File: src/rtl/vga_source_arbiter_if.sv
// Video source arbitration bundle: raw syncs, requests and two pixel sources in,
// grant, delayed syncs, frame pulse and arbitrated pixels out.
interface vga_source_arbiter_if #(
  parameter int unsigned VIDEO_WIDTH = 3
);
  logic                   i_HSync;
  logic                   i_VSync;
  logic [1:0]             i_Req;
  logic [VIDEO_WIDTH-1:0] i_Red0;
  logic [VIDEO_WIDTH-1:0] i_Grn0;
  logic [VIDEO_WIDTH-1:0] i_Blu0;
  logic [VIDEO_WIDTH-1:0] i_Red1;
  logic [VIDEO_WIDTH-1:0] i_Grn1;
  logic [VIDEO_WIDTH-1:0] i_Blu1;
  logic [1:0]             o_Gnt;
  logic                   o_HSync;
  logic                   o_VSync;
  logic [VIDEO_WIDTH-1:0] o_Red_Video;
  logic [VIDEO_WIDTH-1:0] o_Grn_Video;
  logic [VIDEO_WIDTH-1:0] o_Blu_Video;
  logic                   o_Frame_Start;

  // Driver side (video sources and timing generator).
  modport master (
    output i_HSync, i_VSync, i_Req,
    output i_Red0, i_Grn0, i_Blu0, i_Red1, i_Grn1, i_Blu1,
    input  o_Gnt, o_HSync, o_VSync, o_Red_Video, o_Grn_Video, o_Blu_Video, o_Frame_Start
  );

  // Arbiter side.
  modport slave (
    input  i_HSync, i_VSync, i_Req,
    input  i_Red0, i_Grn0, i_Blu0, i_Red1, i_Grn1, i_Blu1,
    output o_Gnt, o_HSync, o_VSync, o_Red_Video, o_Grn_Video, o_Blu_Video, o_Frame_Start
  );
endinterface

File: src/rtl/vga_source_arbiter.sv
// Frame-synchronous arbiter choosing which of two pixel sources drives the video path.
// Define VGA_ARB_PREEMPT_EN to let requester 0 preempt owner 1 at a frame start.
module vga_source_arbiter #(
  parameter int unsigned VIDEO_WIDTH  = 3,
  parameter int unsigned BLANK_FRAMES = 1
) (
  input logic                    i_Clk,
  input logic                    i_Rst_L,
  vga_source_arbiter_if.slave    bus_io
);

  localparam logic [3:0] BlankFrames = 4'(BLANK_FRAMES);
  localparam bit         BlankEn     = (BLANK_FRAMES != 0);
`ifdef VGA_ARB_PREEMPT_EN
  localparam bit         PreemptEn   = 1'b1;
`else
  localparam bit         PreemptEn   = 1'b0;
`endif

  typedef enum logic [1:0] {StIdle, StOwn0, StOwn1, StBlank} state_e;

  state_e                 state_q, state_d;
  logic [3:0]             blank_cnt_q, blank_cnt_d;
  logic                   vsync_q;
  logic                   hsync_q;
  logic                   fs_q;
  logic                   fs;
  logic                   owner_drop;
  logic                   vid_on;
  logic [VIDEO_WIDTH-1:0] red_q, red_d;
  logic [VIDEO_WIDTH-1:0] grn_q, grn_d;
  logic [VIDEO_WIDTH-1:0] blu_q, blu_d;

  // Fixed priority: requester 0 wins a simultaneous request.
  function automatic state_e arbitrate(input logic [1:0] req);
    if (req[0]) begin
      return StOwn0;
    end else if (req[1]) begin
      return StOwn1;
    end
    return StIdle;
  endfunction

  // vsync_q doubles as the VSync history register and the delayed output sync.
  assign fs = bus_io.i_VSync & ~vsync_q;

  always_comb begin
    state_d     = state_q;
    blank_cnt_d = blank_cnt_q;
    owner_drop  = 1'b0;
    if (fs) begin
      unique case (state_q)
        StIdle:  state_d = arbitrate(bus_io.i_Req);
        StOwn0:  owner_drop = ~bus_io.i_Req[0];
        StOwn1:  owner_drop = ~bus_io.i_Req[1] | (PreemptEn & bus_io.i_Req[0]);
        StBlank: begin
          blank_cnt_d = blank_cnt_q + 4'd1;
          if (blank_cnt_d == BlankFrames) begin
            blank_cnt_d = 4'd0;
            state_d     = arbitrate(bus_io.i_Req);
          end
        end
        default: state_d = StIdle;
      endcase
      // Without blank frames the handover happens within the same frame start.
      if (owner_drop) begin
        if (BlankEn) begin
          state_d     = StBlank;
          blank_cnt_d = 4'd0;
        end else begin
          state_d     = arbitrate(bus_io.i_Req);
        end
      end
    end
  end

  // Pixels follow the next-state owner so they line up with the registered grant.
  assign vid_on = bus_io.i_HSync & bus_io.i_VSync;

  always_comb begin
    red_d = '0;
    grn_d = '0;
    blu_d = '0;
    if (vid_on) begin
      unique case (state_d)
        StOwn0: begin
          red_d = bus_io.i_Red0;
          grn_d = bus_io.i_Grn0;
          blu_d = bus_io.i_Blu0;
        end
        StOwn1: begin
          red_d = bus_io.i_Red1;
          grn_d = bus_io.i_Grn1;
          blu_d = bus_io.i_Blu1;
        end
        default: ;
      endcase
    end
  end

  always_ff @(posedge i_Clk or negedge i_Rst_L) begin
    if (!i_Rst_L) begin
      state_q     <= StIdle;
      blank_cnt_q <= 4'd0;
      vsync_q     <= 1'b0;
      hsync_q     <= 1'b0;
      fs_q        <= 1'b0;
      red_q       <= '0;
      grn_q       <= '0;
      blu_q       <= '0;
    end else begin
      state_q     <= state_d;
      blank_cnt_q <= blank_cnt_d;
      vsync_q     <= bus_io.i_VSync;
      hsync_q     <= bus_io.i_HSync;
      fs_q        <= fs;
      red_q       <= red_d;
      grn_q       <= grn_d;
      blu_q       <= blu_d;
    end
  end

  always_comb begin
    unique case (state_q)
      StOwn0:  bus_io.o_Gnt = 2'b01;
      StOwn1:  bus_io.o_Gnt = 2'b10;
      default: bus_io.o_Gnt = 2'b00;
    endcase
  end

  assign bus_io.o_HSync       = hsync_q;
  assign bus_io.o_VSync       = vsync_q;
  assign bus_io.o_Frame_Start = fs_q;
  assign bus_io.o_Red_Video   = red_q;
  assign bus_io.o_Grn_Video   = grn_q;
  assign bus_io.o_Blu_Video   = blu_q;

endmodule

File: src/flat_wrapper.sv
// flat-port wrapper written by rule: the top's interface ports become plain ports
module vga_source_arbiter_flat 
#(
  parameter int unsigned VIDEO_WIDTH  = 3,
  parameter int unsigned BLANK_FRAMES = 1
)
  (i_Clk, i_Rst_L, bus_io_i_HSync, bus_io_i_VSync, bus_io_i_Req, bus_io_i_Red0, bus_io_i_Grn0, bus_io_i_Blu0, bus_io_i_Red1, bus_io_i_Grn1, bus_io_i_Blu1, bus_io_o_Gnt, bus_io_o_HSync, bus_io_o_VSync, bus_io_o_Red_Video, bus_io_o_Grn_Video, bus_io_o_Blu_Video, bus_io_o_Frame_Start);
  vga_source_arbiter_if #(.VIDEO_WIDTH(VIDEO_WIDTH)) bus_io_i ();
  input logic i_Clk;
  input logic i_Rst_L;
  input wire logic [$bits(bus_io_i.i_HSync)-1:0] bus_io_i_HSync;
  input wire logic [$bits(bus_io_i.i_VSync)-1:0] bus_io_i_VSync;
  input wire logic [$bits(bus_io_i.i_Req)-1:0] bus_io_i_Req;
  input wire logic [$bits(bus_io_i.i_Red0)-1:0] bus_io_i_Red0;
  input wire logic [$bits(bus_io_i.i_Grn0)-1:0] bus_io_i_Grn0;
  input wire logic [$bits(bus_io_i.i_Blu0)-1:0] bus_io_i_Blu0;
  input wire logic [$bits(bus_io_i.i_Red1)-1:0] bus_io_i_Red1;
  input wire logic [$bits(bus_io_i.i_Grn1)-1:0] bus_io_i_Grn1;
  input wire logic [$bits(bus_io_i.i_Blu1)-1:0] bus_io_i_Blu1;
  output wire logic [$bits(bus_io_i.o_Gnt)-1:0] bus_io_o_Gnt;
  output wire logic [$bits(bus_io_i.o_HSync)-1:0] bus_io_o_HSync;
  output wire logic [$bits(bus_io_i.o_VSync)-1:0] bus_io_o_VSync;
  output wire logic [$bits(bus_io_i.o_Red_Video)-1:0] bus_io_o_Red_Video;
  output wire logic [$bits(bus_io_i.o_Grn_Video)-1:0] bus_io_o_Grn_Video;
  output wire logic [$bits(bus_io_i.o_Blu_Video)-1:0] bus_io_o_Blu_Video;
  output wire logic [$bits(bus_io_i.o_Frame_Start)-1:0] bus_io_o_Frame_Start;
  assign bus_io_i.i_HSync = bus_io_i_HSync;
  assign bus_io_i.i_VSync = bus_io_i_VSync;
  assign bus_io_i.i_Req = bus_io_i_Req;
  assign bus_io_i.i_Red0 = bus_io_i_Red0;
  assign bus_io_i.i_Grn0 = bus_io_i_Grn0;
  assign bus_io_i.i_Blu0 = bus_io_i_Blu0;
  assign bus_io_i.i_Red1 = bus_io_i_Red1;
  assign bus_io_i.i_Grn1 = bus_io_i_Grn1;
  assign bus_io_i.i_Blu1 = bus_io_i_Blu1;
  assign bus_io_o_Gnt = bus_io_i.o_Gnt;
  assign bus_io_o_HSync = bus_io_i.o_HSync;
  assign bus_io_o_VSync = bus_io_i.o_VSync;
  assign bus_io_o_Red_Video = bus_io_i.o_Red_Video;
  assign bus_io_o_Grn_Video = bus_io_i.o_Grn_Video;
  assign bus_io_o_Blu_Video = bus_io_i.o_Blu_Video;
  assign bus_io_o_Frame_Start = bus_io_i.o_Frame_Start;
  vga_source_arbiter #(.VIDEO_WIDTH(VIDEO_WIDTH), .BLANK_FRAMES(BLANK_FRAMES)) u_core (.i_Clk(i_Clk), .i_Rst_L(i_Rst_L), .bus_io(bus_io_i));
endmodule
File: config.mk
export PLATFORM = sky130hd
export DESIGN_NAME = vga_source_arbiter_flat
export DESIGN_NICKNAME = d
export VERILOG_FILES = /design/src/rtl/vga_source_arbiter_if.sv /design/src/rtl/vga_source_arbiter.sv /design/src/flat_wrapper.sv
export SDC_FILE = /design/constraint.sdc
export NUM_CORES = 1
export LEC_CHECK = 0
export CAP_MARGIN = 20
export CORE_UTILIZATION = 40
export CTS_BUF_LIST = sky130_fd_sc_hd__clkbuf_4
export DETAILED_ROUTE_END_ITERATION = 8
export HOLD_SLACK_MARGIN = 0.06
export PLACE_DENSITY = 0.81
export SKIP_LAST_GASP = 1
export SYNTH_ARGS = -nofsm -noshare
export SYNTH_HDL_FRONTEND = slang
export SYNTH_SLANG_ARGS = --single-unit
File: constraint.sdc
create_clock -name i_Clk -period 2.3 [get_ports i_Clk]
set_clock_uncertainty 0.05 [all_clocks]
set_input_delay 0.69 -clock i_Clk [delete_from_list [all_inputs] [get_ports i_Clk]]
set_output_delay 0.69 -clock i_Clk [all_outputs]
set_load 0.02 [all_outputs]
## Yosys cells after proc, flatten, opt, wreduce, memory -nomap -nowiden

Cells that the tools add are included.

| operators by class | value |
|---|---|
| bitwise gates (word level) | 5 |
| $add $sub $neg | 1 |
| reduce and logical (&&, ||, !) cells | 3 |
| mux-type cells | 27 |
| equal/unequal tests | 6 |

Operators by type and width:

| cell | number |
|---|---|
| $pmux W3 S2 | 3 |
| $mux W2 | 7 |
| $mux W4 | 3 |
| $mux W3 | 3 |
| $mux W1 | 8 |
| $pmux W2 S2 | 2 |
| $eq A2 B2 Y1 const B | 3 |
| $add A4 B1 Y4 const B | 1 |
| $eq A2 B1 Y1 const B | 2 |
| $eq A4 B1 Y1 const B | 1 |
| $not A1 Y1 | 3 |
| $and A1 B1 Y1 | 2 |
| $logic_not A2 Y1 | 1 |
| $pmux W1 S2 | 1 |
| $reduce_and A2 Y1 | 1 |
| $reduce_bool A2 Y1 | 1 |

| word-level totals | value |
|---|---|
| register bits | 18 |
| output and inout bits | 14 |
| word-level logic and storage cells | 50 |
| input bits | 24 |

## Longest topological paths before layout

Gate-level depths: netlist (run 1).

| logic depth | value |
|---|---|
| depth in word-level cells | 13 |
| depth in mapped cells | 11 |
| gate-level depth less buffers | 10 |

## Least setup slack after synthesis (run 1)

Ideal clock, no wire load.

| path | value |
|---|---|
| path kind | flip-flop to flip-flop |
| start point | register u_core.blank_cnt_q[0] |
| end point | register u_core.blu_q[0], in the netlist u_core.bus_io.o_Blu_Video[0] |
| arrival | 2.355 ns |
| period minus slack after synthesis | 2.480 ns |
| path slack | -0.180 ns |
| path buffers | 0 |
| cell stages (with the launch flop) | 10 |
| required time | 2.175 ns |
| library setup time | 0.075 ns |
| cell sequence | dfrtp_1 -> ha_1 -> and2_0 -> a211o_1 -> a41oi_2 -> nor3_2 -> a221o_1 -> ha_1 -> nand3b_1 -> nor2_1 |

| on the way | value |
|---|---|
| word-level cells in the longest chain between the ends | 9 |
| elaborated cells on any way between the ends | 10 |

RTL lines:

| what | RTL line | RTL |
|---|---|---|
| from (decl) | vga_source_arbiter.sv:23 | `logic [3:0] blank_cnt_q, blank_cnt_d;` |
| from (signal assigned) | vga_source_arbiter.sv:113 | `blank_cnt_q <= blank_cnt_d;` |
| $add A4 B1 Y4 (*) | vga_source_arbiter.sv:57 | `blank_cnt_d = blank_cnt_q + 4'd1;` |
| $eq A4 B1 Y1 (*) | vga_source_arbiter.sv:58 | `if (blank_cnt_d == BlankFrames) begin` |
| $mux W2 (*) | vga_source_arbiter.sv:58 |  |
| $pmux W2 S2 (*) | vga_source_arbiter.sv:52 | `unique case (state_q)` |
| $mux W2 (*) | vga_source_arbiter.sv:66 | `if (owner_drop) begin` |
| $mux W2 (*) | vga_source_arbiter.sv:51 | `if (fs) begin` |
| net u_core.state_d[1] | vga_source_arbiter.sv:22 | `state_e state_q, state_d;` |
| $eq A2 B2 Y1 / $eq A2 B1 Y1 (equally long branches) | vga_source_arbiter.sv:85 | `unique case (state_d)` |
| $pmux W3 S2 (*) | vga_source_arbiter.sv:85 |  |
| $mux W3 (*) | vga_source_arbiter.sv:84 | `if (vid_on) begin` |
| net u_core.blu_d[0] | vga_source_arbiter.sv:32 | `logic [VIDEO_WIDTH-1:0] blu_q, blu_d;` |
| to (signal assigned) | vga_source_arbiter.sv:119 | `blu_q <= blu_d;` |
| to (decl) | vga_source_arbiter.sv:32 |  |

Mark *: on every way through the listed nets, which the timed path passes. The rest lies on a longest branch.
A chain may end at the register's enable or synchronous reset.

## Worst setup path after layout (run 1)

| path | value |
|---|---|
| start point | register u_core.blank_cnt_q[1] |
| end point | register u_core.grn_q[1], in the netlist u_core.bus_io.o_Grn_Video[1] |

| on the way | value |
|---|---|
| word-level cells in the longest chain between the ends | 9 |
| elaborated cells on any way between the ends | 10 |

RTL lines:

| what | RTL line | RTL |
|---|---|---|
| $add A4 B1 Y4 (*) | vga_source_arbiter.sv:57 |  |
| $eq A4 B1 Y1 (*) | vga_source_arbiter.sv:58 |  |
| $mux W2 (*) | vga_source_arbiter.sv:58 |  |
| $pmux W2 S2 (*) | vga_source_arbiter.sv:52 |  |
| $mux W2 (*) | vga_source_arbiter.sv:66 |  |
| $mux W2 (*) | vga_source_arbiter.sv:51 |  |
| net u_core.state_d[1] | vga_source_arbiter.sv:22 |  |
| $eq A2 B2 Y1 / $eq A2 B1 Y1 (equally long branches) | vga_source_arbiter.sv:85 |  |
| $pmux W3 S2 (*) | vga_source_arbiter.sv:85 |  |
| $mux W3 (*) | vga_source_arbiter.sv:84 |  |
| net u_core.grn_d[1] | vga_source_arbiter.sv:31 | `logic [VIDEO_WIDTH-1:0] grn_q, grn_d;` |
| to (signal assigned) | vga_source_arbiter.sv:118 | `grn_q <= grn_d;` |
| to (decl) | vga_source_arbiter.sv:31 |  |

Marks and branches as above.

==> results of run 1 <==
## flip-flops by register name, indices dropped and copies added (netlist names)
name / count
u_core.blank_cnt_q: 4
u_core.bus_io.o_Blu_Video: 3
u_core.bus_io.o_Frame_Start: 1
u_core.bus_io.o_Grn_Video: 3
u_core.bus_io.o_HSync: 1
u_core.bus_io.o_Red_Video: 3
u_core.bus_io.o_VSync: 1
u_core.state_q: 2
## cell type report
| cell class | instances | share of cell area, % |
|---|---|---|
| Clock buffer | 3 | 1.44 |
| Sequential cell | 18 | 28.8 |
| Tap cell | 28 | 2.24 |
| Inverter | 7 | 1.68 |
| Multi-Input combinational cell | 68 | 32.1 |
| Timing Repair Buffer | 58 | 33.8 |
## report_power, final
| part | internal [mW] | switching (mW) | total, mW |
|---|---|---|---|
| logic | 0.389 | 0.402 | 0.791 |
| clock network | 0.0608 | 0.0853 | 0.146 |
| registers | 0.368 | 0.0337 | 0.401 |
| total | 0.817 | 0.521 | 1.34 |
## cell usage after synthesis
cell type | n | area share, %
dfrtp_1 | 18 | 47
o21ai_0 | 9 | 4.7
inv_1 | 7 | 2.7
nor2_1 | 11 | 4.3
nor2b_1 | 3 | 1.9
clkbuf_1 | 2 | 0.78
o21a_1 | 1 | 0.78
a31oi_1 | 1 | 0.65
o21ai_1 | 1 | 0.52
nor3_1 | 1 | 0.52
o32a_1 | 1 | 1.0
and2_0 | 1 | 0.65
ha_1 | 10 | 13
a221o_1 | 1 | 1.0
a31o_2 | 1 | 0.91
a21oi_1 | 3 | 1.6
a21o_2 | 1 | 0.91
nand2_1 | 5 | 1.9
nand3b_1 | 1 | 0.78
a22oi_1 | 9 | 7.0
nand4_1 | 2 | 1.3
a221oi_1 | 1 | 0.91
buf_2 | 1 | 0.52
nand2b_1 | 1 | 0.65
nor3_2 | 1 | 1.0
nand3_1 | 1 | 0.52
a211o_1 | 1 | 0.91
a41oi_2 | 1 | 1.7
## cell families (layout without fill, tap and decap cells)
family                   after synthesis  count (layout)  synth area share (%)
flip-flops                            18              18                  46.8
adder cells (fa/ha/maj)               10              10                  13.0
buffers and inverters                 10              68                  4.03
AND/OR/NAND/NOR                       27              27                  13.6
AO/OA/AOI/OAI                         31              31                  22.6
## critical path: stages (launching register included)
cell and delay, ps:
dfrtp_1 390, ha_2 210, and2_0 140, a211o_1 310, a31oi_2 280, buf_4 170
a221o_1 160, ha_2 280, nand3b_1 170, buf_6 150, nor2_1 120
## metal layers
| metal | global-route usage (%) | vias to the layer above | share of wire (%) |
|---|---|---|---|
| li1 | - | 460 | - |
| met4 | 10.6 | 0 | 3.4 |
| met2 | 37.1 | 25 | 52 |
| met1 | 26.8 | 444 | 40 |
| met3 | 5.36 | 8 | 4.1 |
| met5 | 0 | - | 0 |
## final timing paths
path                                                     endpoint  slack [ps]  depth (start not counted)
setup / recovery           u_core.bus_io.o_Grn_Video[1]$_DFF_PN0_        -200                         10
max in group asynchronous  u_core.bus_io.o_Grn_Video[1]$_DFF_PN0_        1340                          2
hold / removal                  u_core.blank_cnt_q[3]$_DFFE_PN0P_         530                          2
setup reg to reg           u_core.bus_io.o_Grn_Video[1]$_DFF_PN0_        -200                         10
hold reg to reg                 u_core.blank_cnt_q[3]$_DFFE_PN0P_         530                          2
min in group asynchronous  u_core.bus_io.o_Red_Video[2]$_DFF_PN0_         670                          2
## timing repair
| item | CTS | global route |
|---|---|---|
| endpoints found under the hold margin | 0 | 0 |
| setup endpoints to repair | 11 | 9 |
| gates resized for setup | 6 | 6 |
| setup buffers | 1 | 0 |
## stage by stage
step | power, mW | utilization (%) | hold slack (ps)
floorplan | 0.811 | - | 344
global placement | 1.11 | 67.6 | 488
detailed placement | 1.15 | 67.6 | 505
CTS | 1.31 | 69.4 | 524
global route | 1.45 | 70.1 | 615
finish | 1.34 | 70.1 | 526
==> results.tsv, run 1 <==
metric	value	unit
commonest non-fill, non-tap cell in the layout	clkdlybuf4s50_1	
P per Cell Area	854	nW/um^2
Storage cell area	450	sq um
via count of the routed design	937	
Num CTS Buffers	3	
DRC	0	
Max VDD drop	513	uV
most frequent cells in the layout	35 x clkdlybuf4s50_1, 20 x buf_4, 18 x dfrtp_1	
Final WS setup	-196	ps
Fin Setup TNS	-1410	ps
Filler Cell Count	181	
clk buf depth	2	
htree depth	1	
DR iter-0 viols	13	
Root Driver	clkbuf_4	
MaxCap Viol Count	0	
status	finished with violations	
CP arrival	2650	ps
# IOs	38	
Clock Pin Slew Worst Setup and Hold Paths	90	ps
Crit path required time	2460	ps
crit start category	register	
Yosys warning count	0	
Max-slew headroom	80.3	%
largest net degree at the start of global routing	19	
FMAX	401	MHz
Post-Layout Cell Count	182	
violated checks	negative setup slack	
gr ovfl total	0	
Setup CP Type	reg2reg	
drt wl/cell	13.8	um
CTS tree	yes	
post-synthesis average cell area	10.0	sq um
Min-Delay Startpoint	u_core.blank_cnt_q[3]$_DFFE_PN0P_	
multi-input logic area	503	sq um
vias in the first global route	903	
worst skew pair latency	280	ps
Antenna Nets Post-Route	0	
final instance area	1570	sq um
Seq/Total Area, Yosys	46.8	%
DIE WIDTH	51.1	um
synth unique cells	28	
Post-CTS Hold Buffers	0	
#FFs+latches synth	18	
unrepaired setup endpoints after global routing	yes	
Leak	0.686	nW
reg2reg start	u_core.blank_cnt_q[1]$_DFFE_PN0P_	
Netlist Area Pre-Place	963	sq um
Slew Limit Fails	0	
ANT cells	0	
Hold Fails Final Rpt	0	
First-pass DRT Iterations	5	
Tcrit/Tclk final	109	%
core area	2230	sq um
port buffer count	37	
post-DP HPWL	1.96	mm
RePlAce Congestion	0.869	
fin crit period	2500	ps
crit path from	u_core.blank_cnt_q[1]$_DFFE_PN0P_	
Worst Path Max Fanout	9	
syn nets	130	
Setup-failing EPs final	9	
initial core utilization	43.1	%
die height	51.1	um
nature of the critical path endpoint	register	
layout cell share with drive strength beyond 1	22.7	%
Std-Cell Rows	17	
# clock sinks	18	
DR vias/cell	5.15	
fin nets	190	
final WL	2.51	mm
placed inst area	1510	sq um
Layout area overhead	62.6	%
first-pass GRT wire length	4.20	mm
all-layer global routing usage	22.3	%
Hold Crit Class	reg2reg	
die area	2610	sq um
antenna violations before repair	0	
Inst Count DP	178	
Worst Max-Slew Pin Slew	292	ps
pre-CTS setup slack	-701	ps
Syn Inst Count	96	
(Power assumes the default switching activity.)
==> run 2: changes to the inputs <==
clock period = 2.2 ns   (was 2.3 ns; I/O delays follow)
==> results.tsv, run 2 (synthesis results as in run 1) <==
metric	value	unit	change
status	finished with violations		unchanged
violated checks	negative setup slack		unchanged
Hold WS	574	ps	was 526 ps
DIE WIDTH	51.1	um	unchanged
Clock Pin Slew Worst Setup and Hold Paths	100	ps	was 90 ps
placed inst area	1520	sq um	was 1510 sq um
fin nets	193		was 190
CTS tree	yes		unchanged
DR vias/cell	5.23		was 5.15
Num CTS Buffers	3		unchanged
First-pass DRT Iterations	4		was 5
clk buf depth	2		unchanged
largest net degree at the start of global routing	19		unchanged
Std-Cell Rows	17		unchanged
fin crit period	2510	ps	
Crit path required time	2390	ps	was 2460 ps
commonest non-fill, non-tap cell in the layout	clkdlybuf4s50_1		unchanged
layout cell share with drive strength beyond 1	23.4	%	was 22.7%
combinational power share	58.7	%	was 59.1%
Largest Register	u_core.blank_cnt_q		unchanged
# clock sinks	18		unchanged
gr ovfl total	0		unchanged
Setup-failing EPs final	9		unchanged
Tcrit/Tclk final	114	%	
port buffer count	37		unchanged
Hold Crit Class	reg2reg		unchanged
initial core utilization	43.1	%	unchanged
Fin Setup TNS	-2620	ps	was -1410 ps
ANT cells	0		unchanged
Worst Path Max Fanout	4		was 9
first-pass GRT wire length	3.81	mm	was 4.20 mm
post-DP HPWL	1.93	mm	was 1.96 mm
Worst Max-Slew Pin Slew	293	ps	was 292 ps
Util after Layout	71.4	%	was 70.1%
Clk network pwr share	12.0	%	was 10.9%
core area	2230	sq um	unchanged
nature of the critical path endpoint	register		unchanged
worst skew pair latency	300	ps	was 280 ps
Root Driver	clkbuf_4		unchanged
Final WS setup	-313	ps	was -196 ps
DRC	0		unchanged
pre-CTS setup slack	-707	ps	was -701 ps
CP arrival	2700	ps	was 2650 ps
crit start category	input pin		was register
final WL	2.54	mm	was 2.51 mm
Internal	877	uW	was 817 uW
final instance area	1590	sq um	was 1570 sq um
unrepaired setup endpoints after global routing	yes		unchanged
Max-slew headroom	80.3	%	about the same
FMAX	398	MHz	
antenna violations before repair	0		unchanged
drt wl/cell	13.7	um	was 13.8 um
Max VDD drop	744	uV	was 513 uV
via count of the routed design	973		was 937
Inst Count DP	179		was 178
Setup CP Type	in2reg		was reg2reg
P per Cell Area	904	nW/um^2	was 854 nW/um^2
RePlAce Congestion	0.859		was 0.869
die height	51.1	um	unchanged
Layout area overhead	65.5	%	was 62.6%
Flop pwr share	29.3	%	was 30.0%
Sw Share	39.2	%	was 38.9%
DR iter-0 viols	17		was 13
MaxCap Viol Count	0		unchanged
most frequent cells in the layout	35 x clkdlybuf4s50_1, 22 x buf_4, 18 x dfrtp_1		was 35 x clkdlybuf4s50_1, 20 x buf_4, 18 x dfrtp_1
Overall Power	1.44	mW	was 1.34 mW
Hold Fails Final Rpt	0		unchanged
max reg flops	4		unchanged
htree depth	1		unchanged
Antenna Nets Post-Route	0		unchanged
die area	2610	sq um	unchanged
# IOs	38		unchanged
all-layer global routing usage	20.4	%	was 22.3%
Slew Limit Fails	0		unchanged
Leak	0.701	nW	was 0.686 nW
vias in the first global route	877		was 903
NetSw	564	uW	was 521 uW
Post-Layout Cell Count	186		was 182
-- run 2: cell count changes in the layout (fill, tap and decap cells not counted), sizes merged --
cell / before / now
buf: 21 / 24
clkdlybuf4s15: 0 / 1
clkinv: 0 / 1
dlygate4sd2: 2 / 1
-- run 2: critical path, stage by stage --
cell and delay (ps):
clkdlybuf4s50_1 500, nor2b_1 70, o21ai_1 260, nor2_1 80, o32a_1 200, a21oi_1 230
ha_4 240, nand3b_1 190, buf_2 180, nor2_1 90
-- run 2: repair_timing --
action / CTS / global route
gates cloned: 0 / 1
setup endpoints to repair: 11 / 10
resized for setup: 5 / 8
hold buffers: 0 / 0
buffers inserted: 1 / 1
-- run 2: layer usage --
metal	part of all wire, %	GRT usage, %
met1	40	24.3
met2	53	33.8
met3	3.2	3.27
met4	3.5	13.4
met5	0	0
-- run 2: final cells by class --
cell class | instances | area, sq um
tap | 28 | 35.0
fill | 180 | 639
clock buffer | 3 | 22.5
clock inverter | 1 | 3.75
sequential | 18 | 450
timing repair buffer | 61 | 551
multi-input combinational | 68 | 505
inverter | 7 | 26.3
-- run 2: power by group through the flow --
| stage | Combinational [mW] | Sequential, mW | Clock, mW |
|---|---|---|---|
| 2_1_floorplan | 0.386 | 0.462 | 0 |
| 3_3_place_gp | 0.731 | 0.424 | 0 |
| 3_5_place_dp | 0.756 | 0.430 | 0 |
| 4_1_cts | 0.765 | 0.423 | 0.181 |
| 5_1_grt | 0.932 | 0.428 | 0.191 |
| 6_report | 0.846 | 0.422 | 0.174 |
-- run 2: path summary, 6_finish.rpt --
kind,slack [ps],startpoint,endpoint,depth (start not counted)
min,570,u_core.blank_cnt_q[0]$_DFFE_PN0P_,u_core.blank_cnt_q[0]$_DFFE_PN0P_,2
max reg2reg,-290,u_core.blank_cnt_q[1]$_DFFE_PN0P_,u_core.bus_io.o_Red_Video[2]$_DFF_PN0_,10
max,-310,bus_io_i_Req[1],u_core.bus_io.o_Red_Video[2]$_DFF_PN0_,10
min in group asynchronous,620,i_Rst_L,u_core.bus_io.o_Frame_Start$_DFF_PN0_,2
min reg2reg,570,u_core.blank_cnt_q[0]$_DFFE_PN0P_,u_core.blank_cnt_q[0]$_DFFE_PN0P_,2
max in group asynchronous,1280,i_Rst_L,u_core.bus_io.o_Red_Video[1]$_DFF_PN0_,2
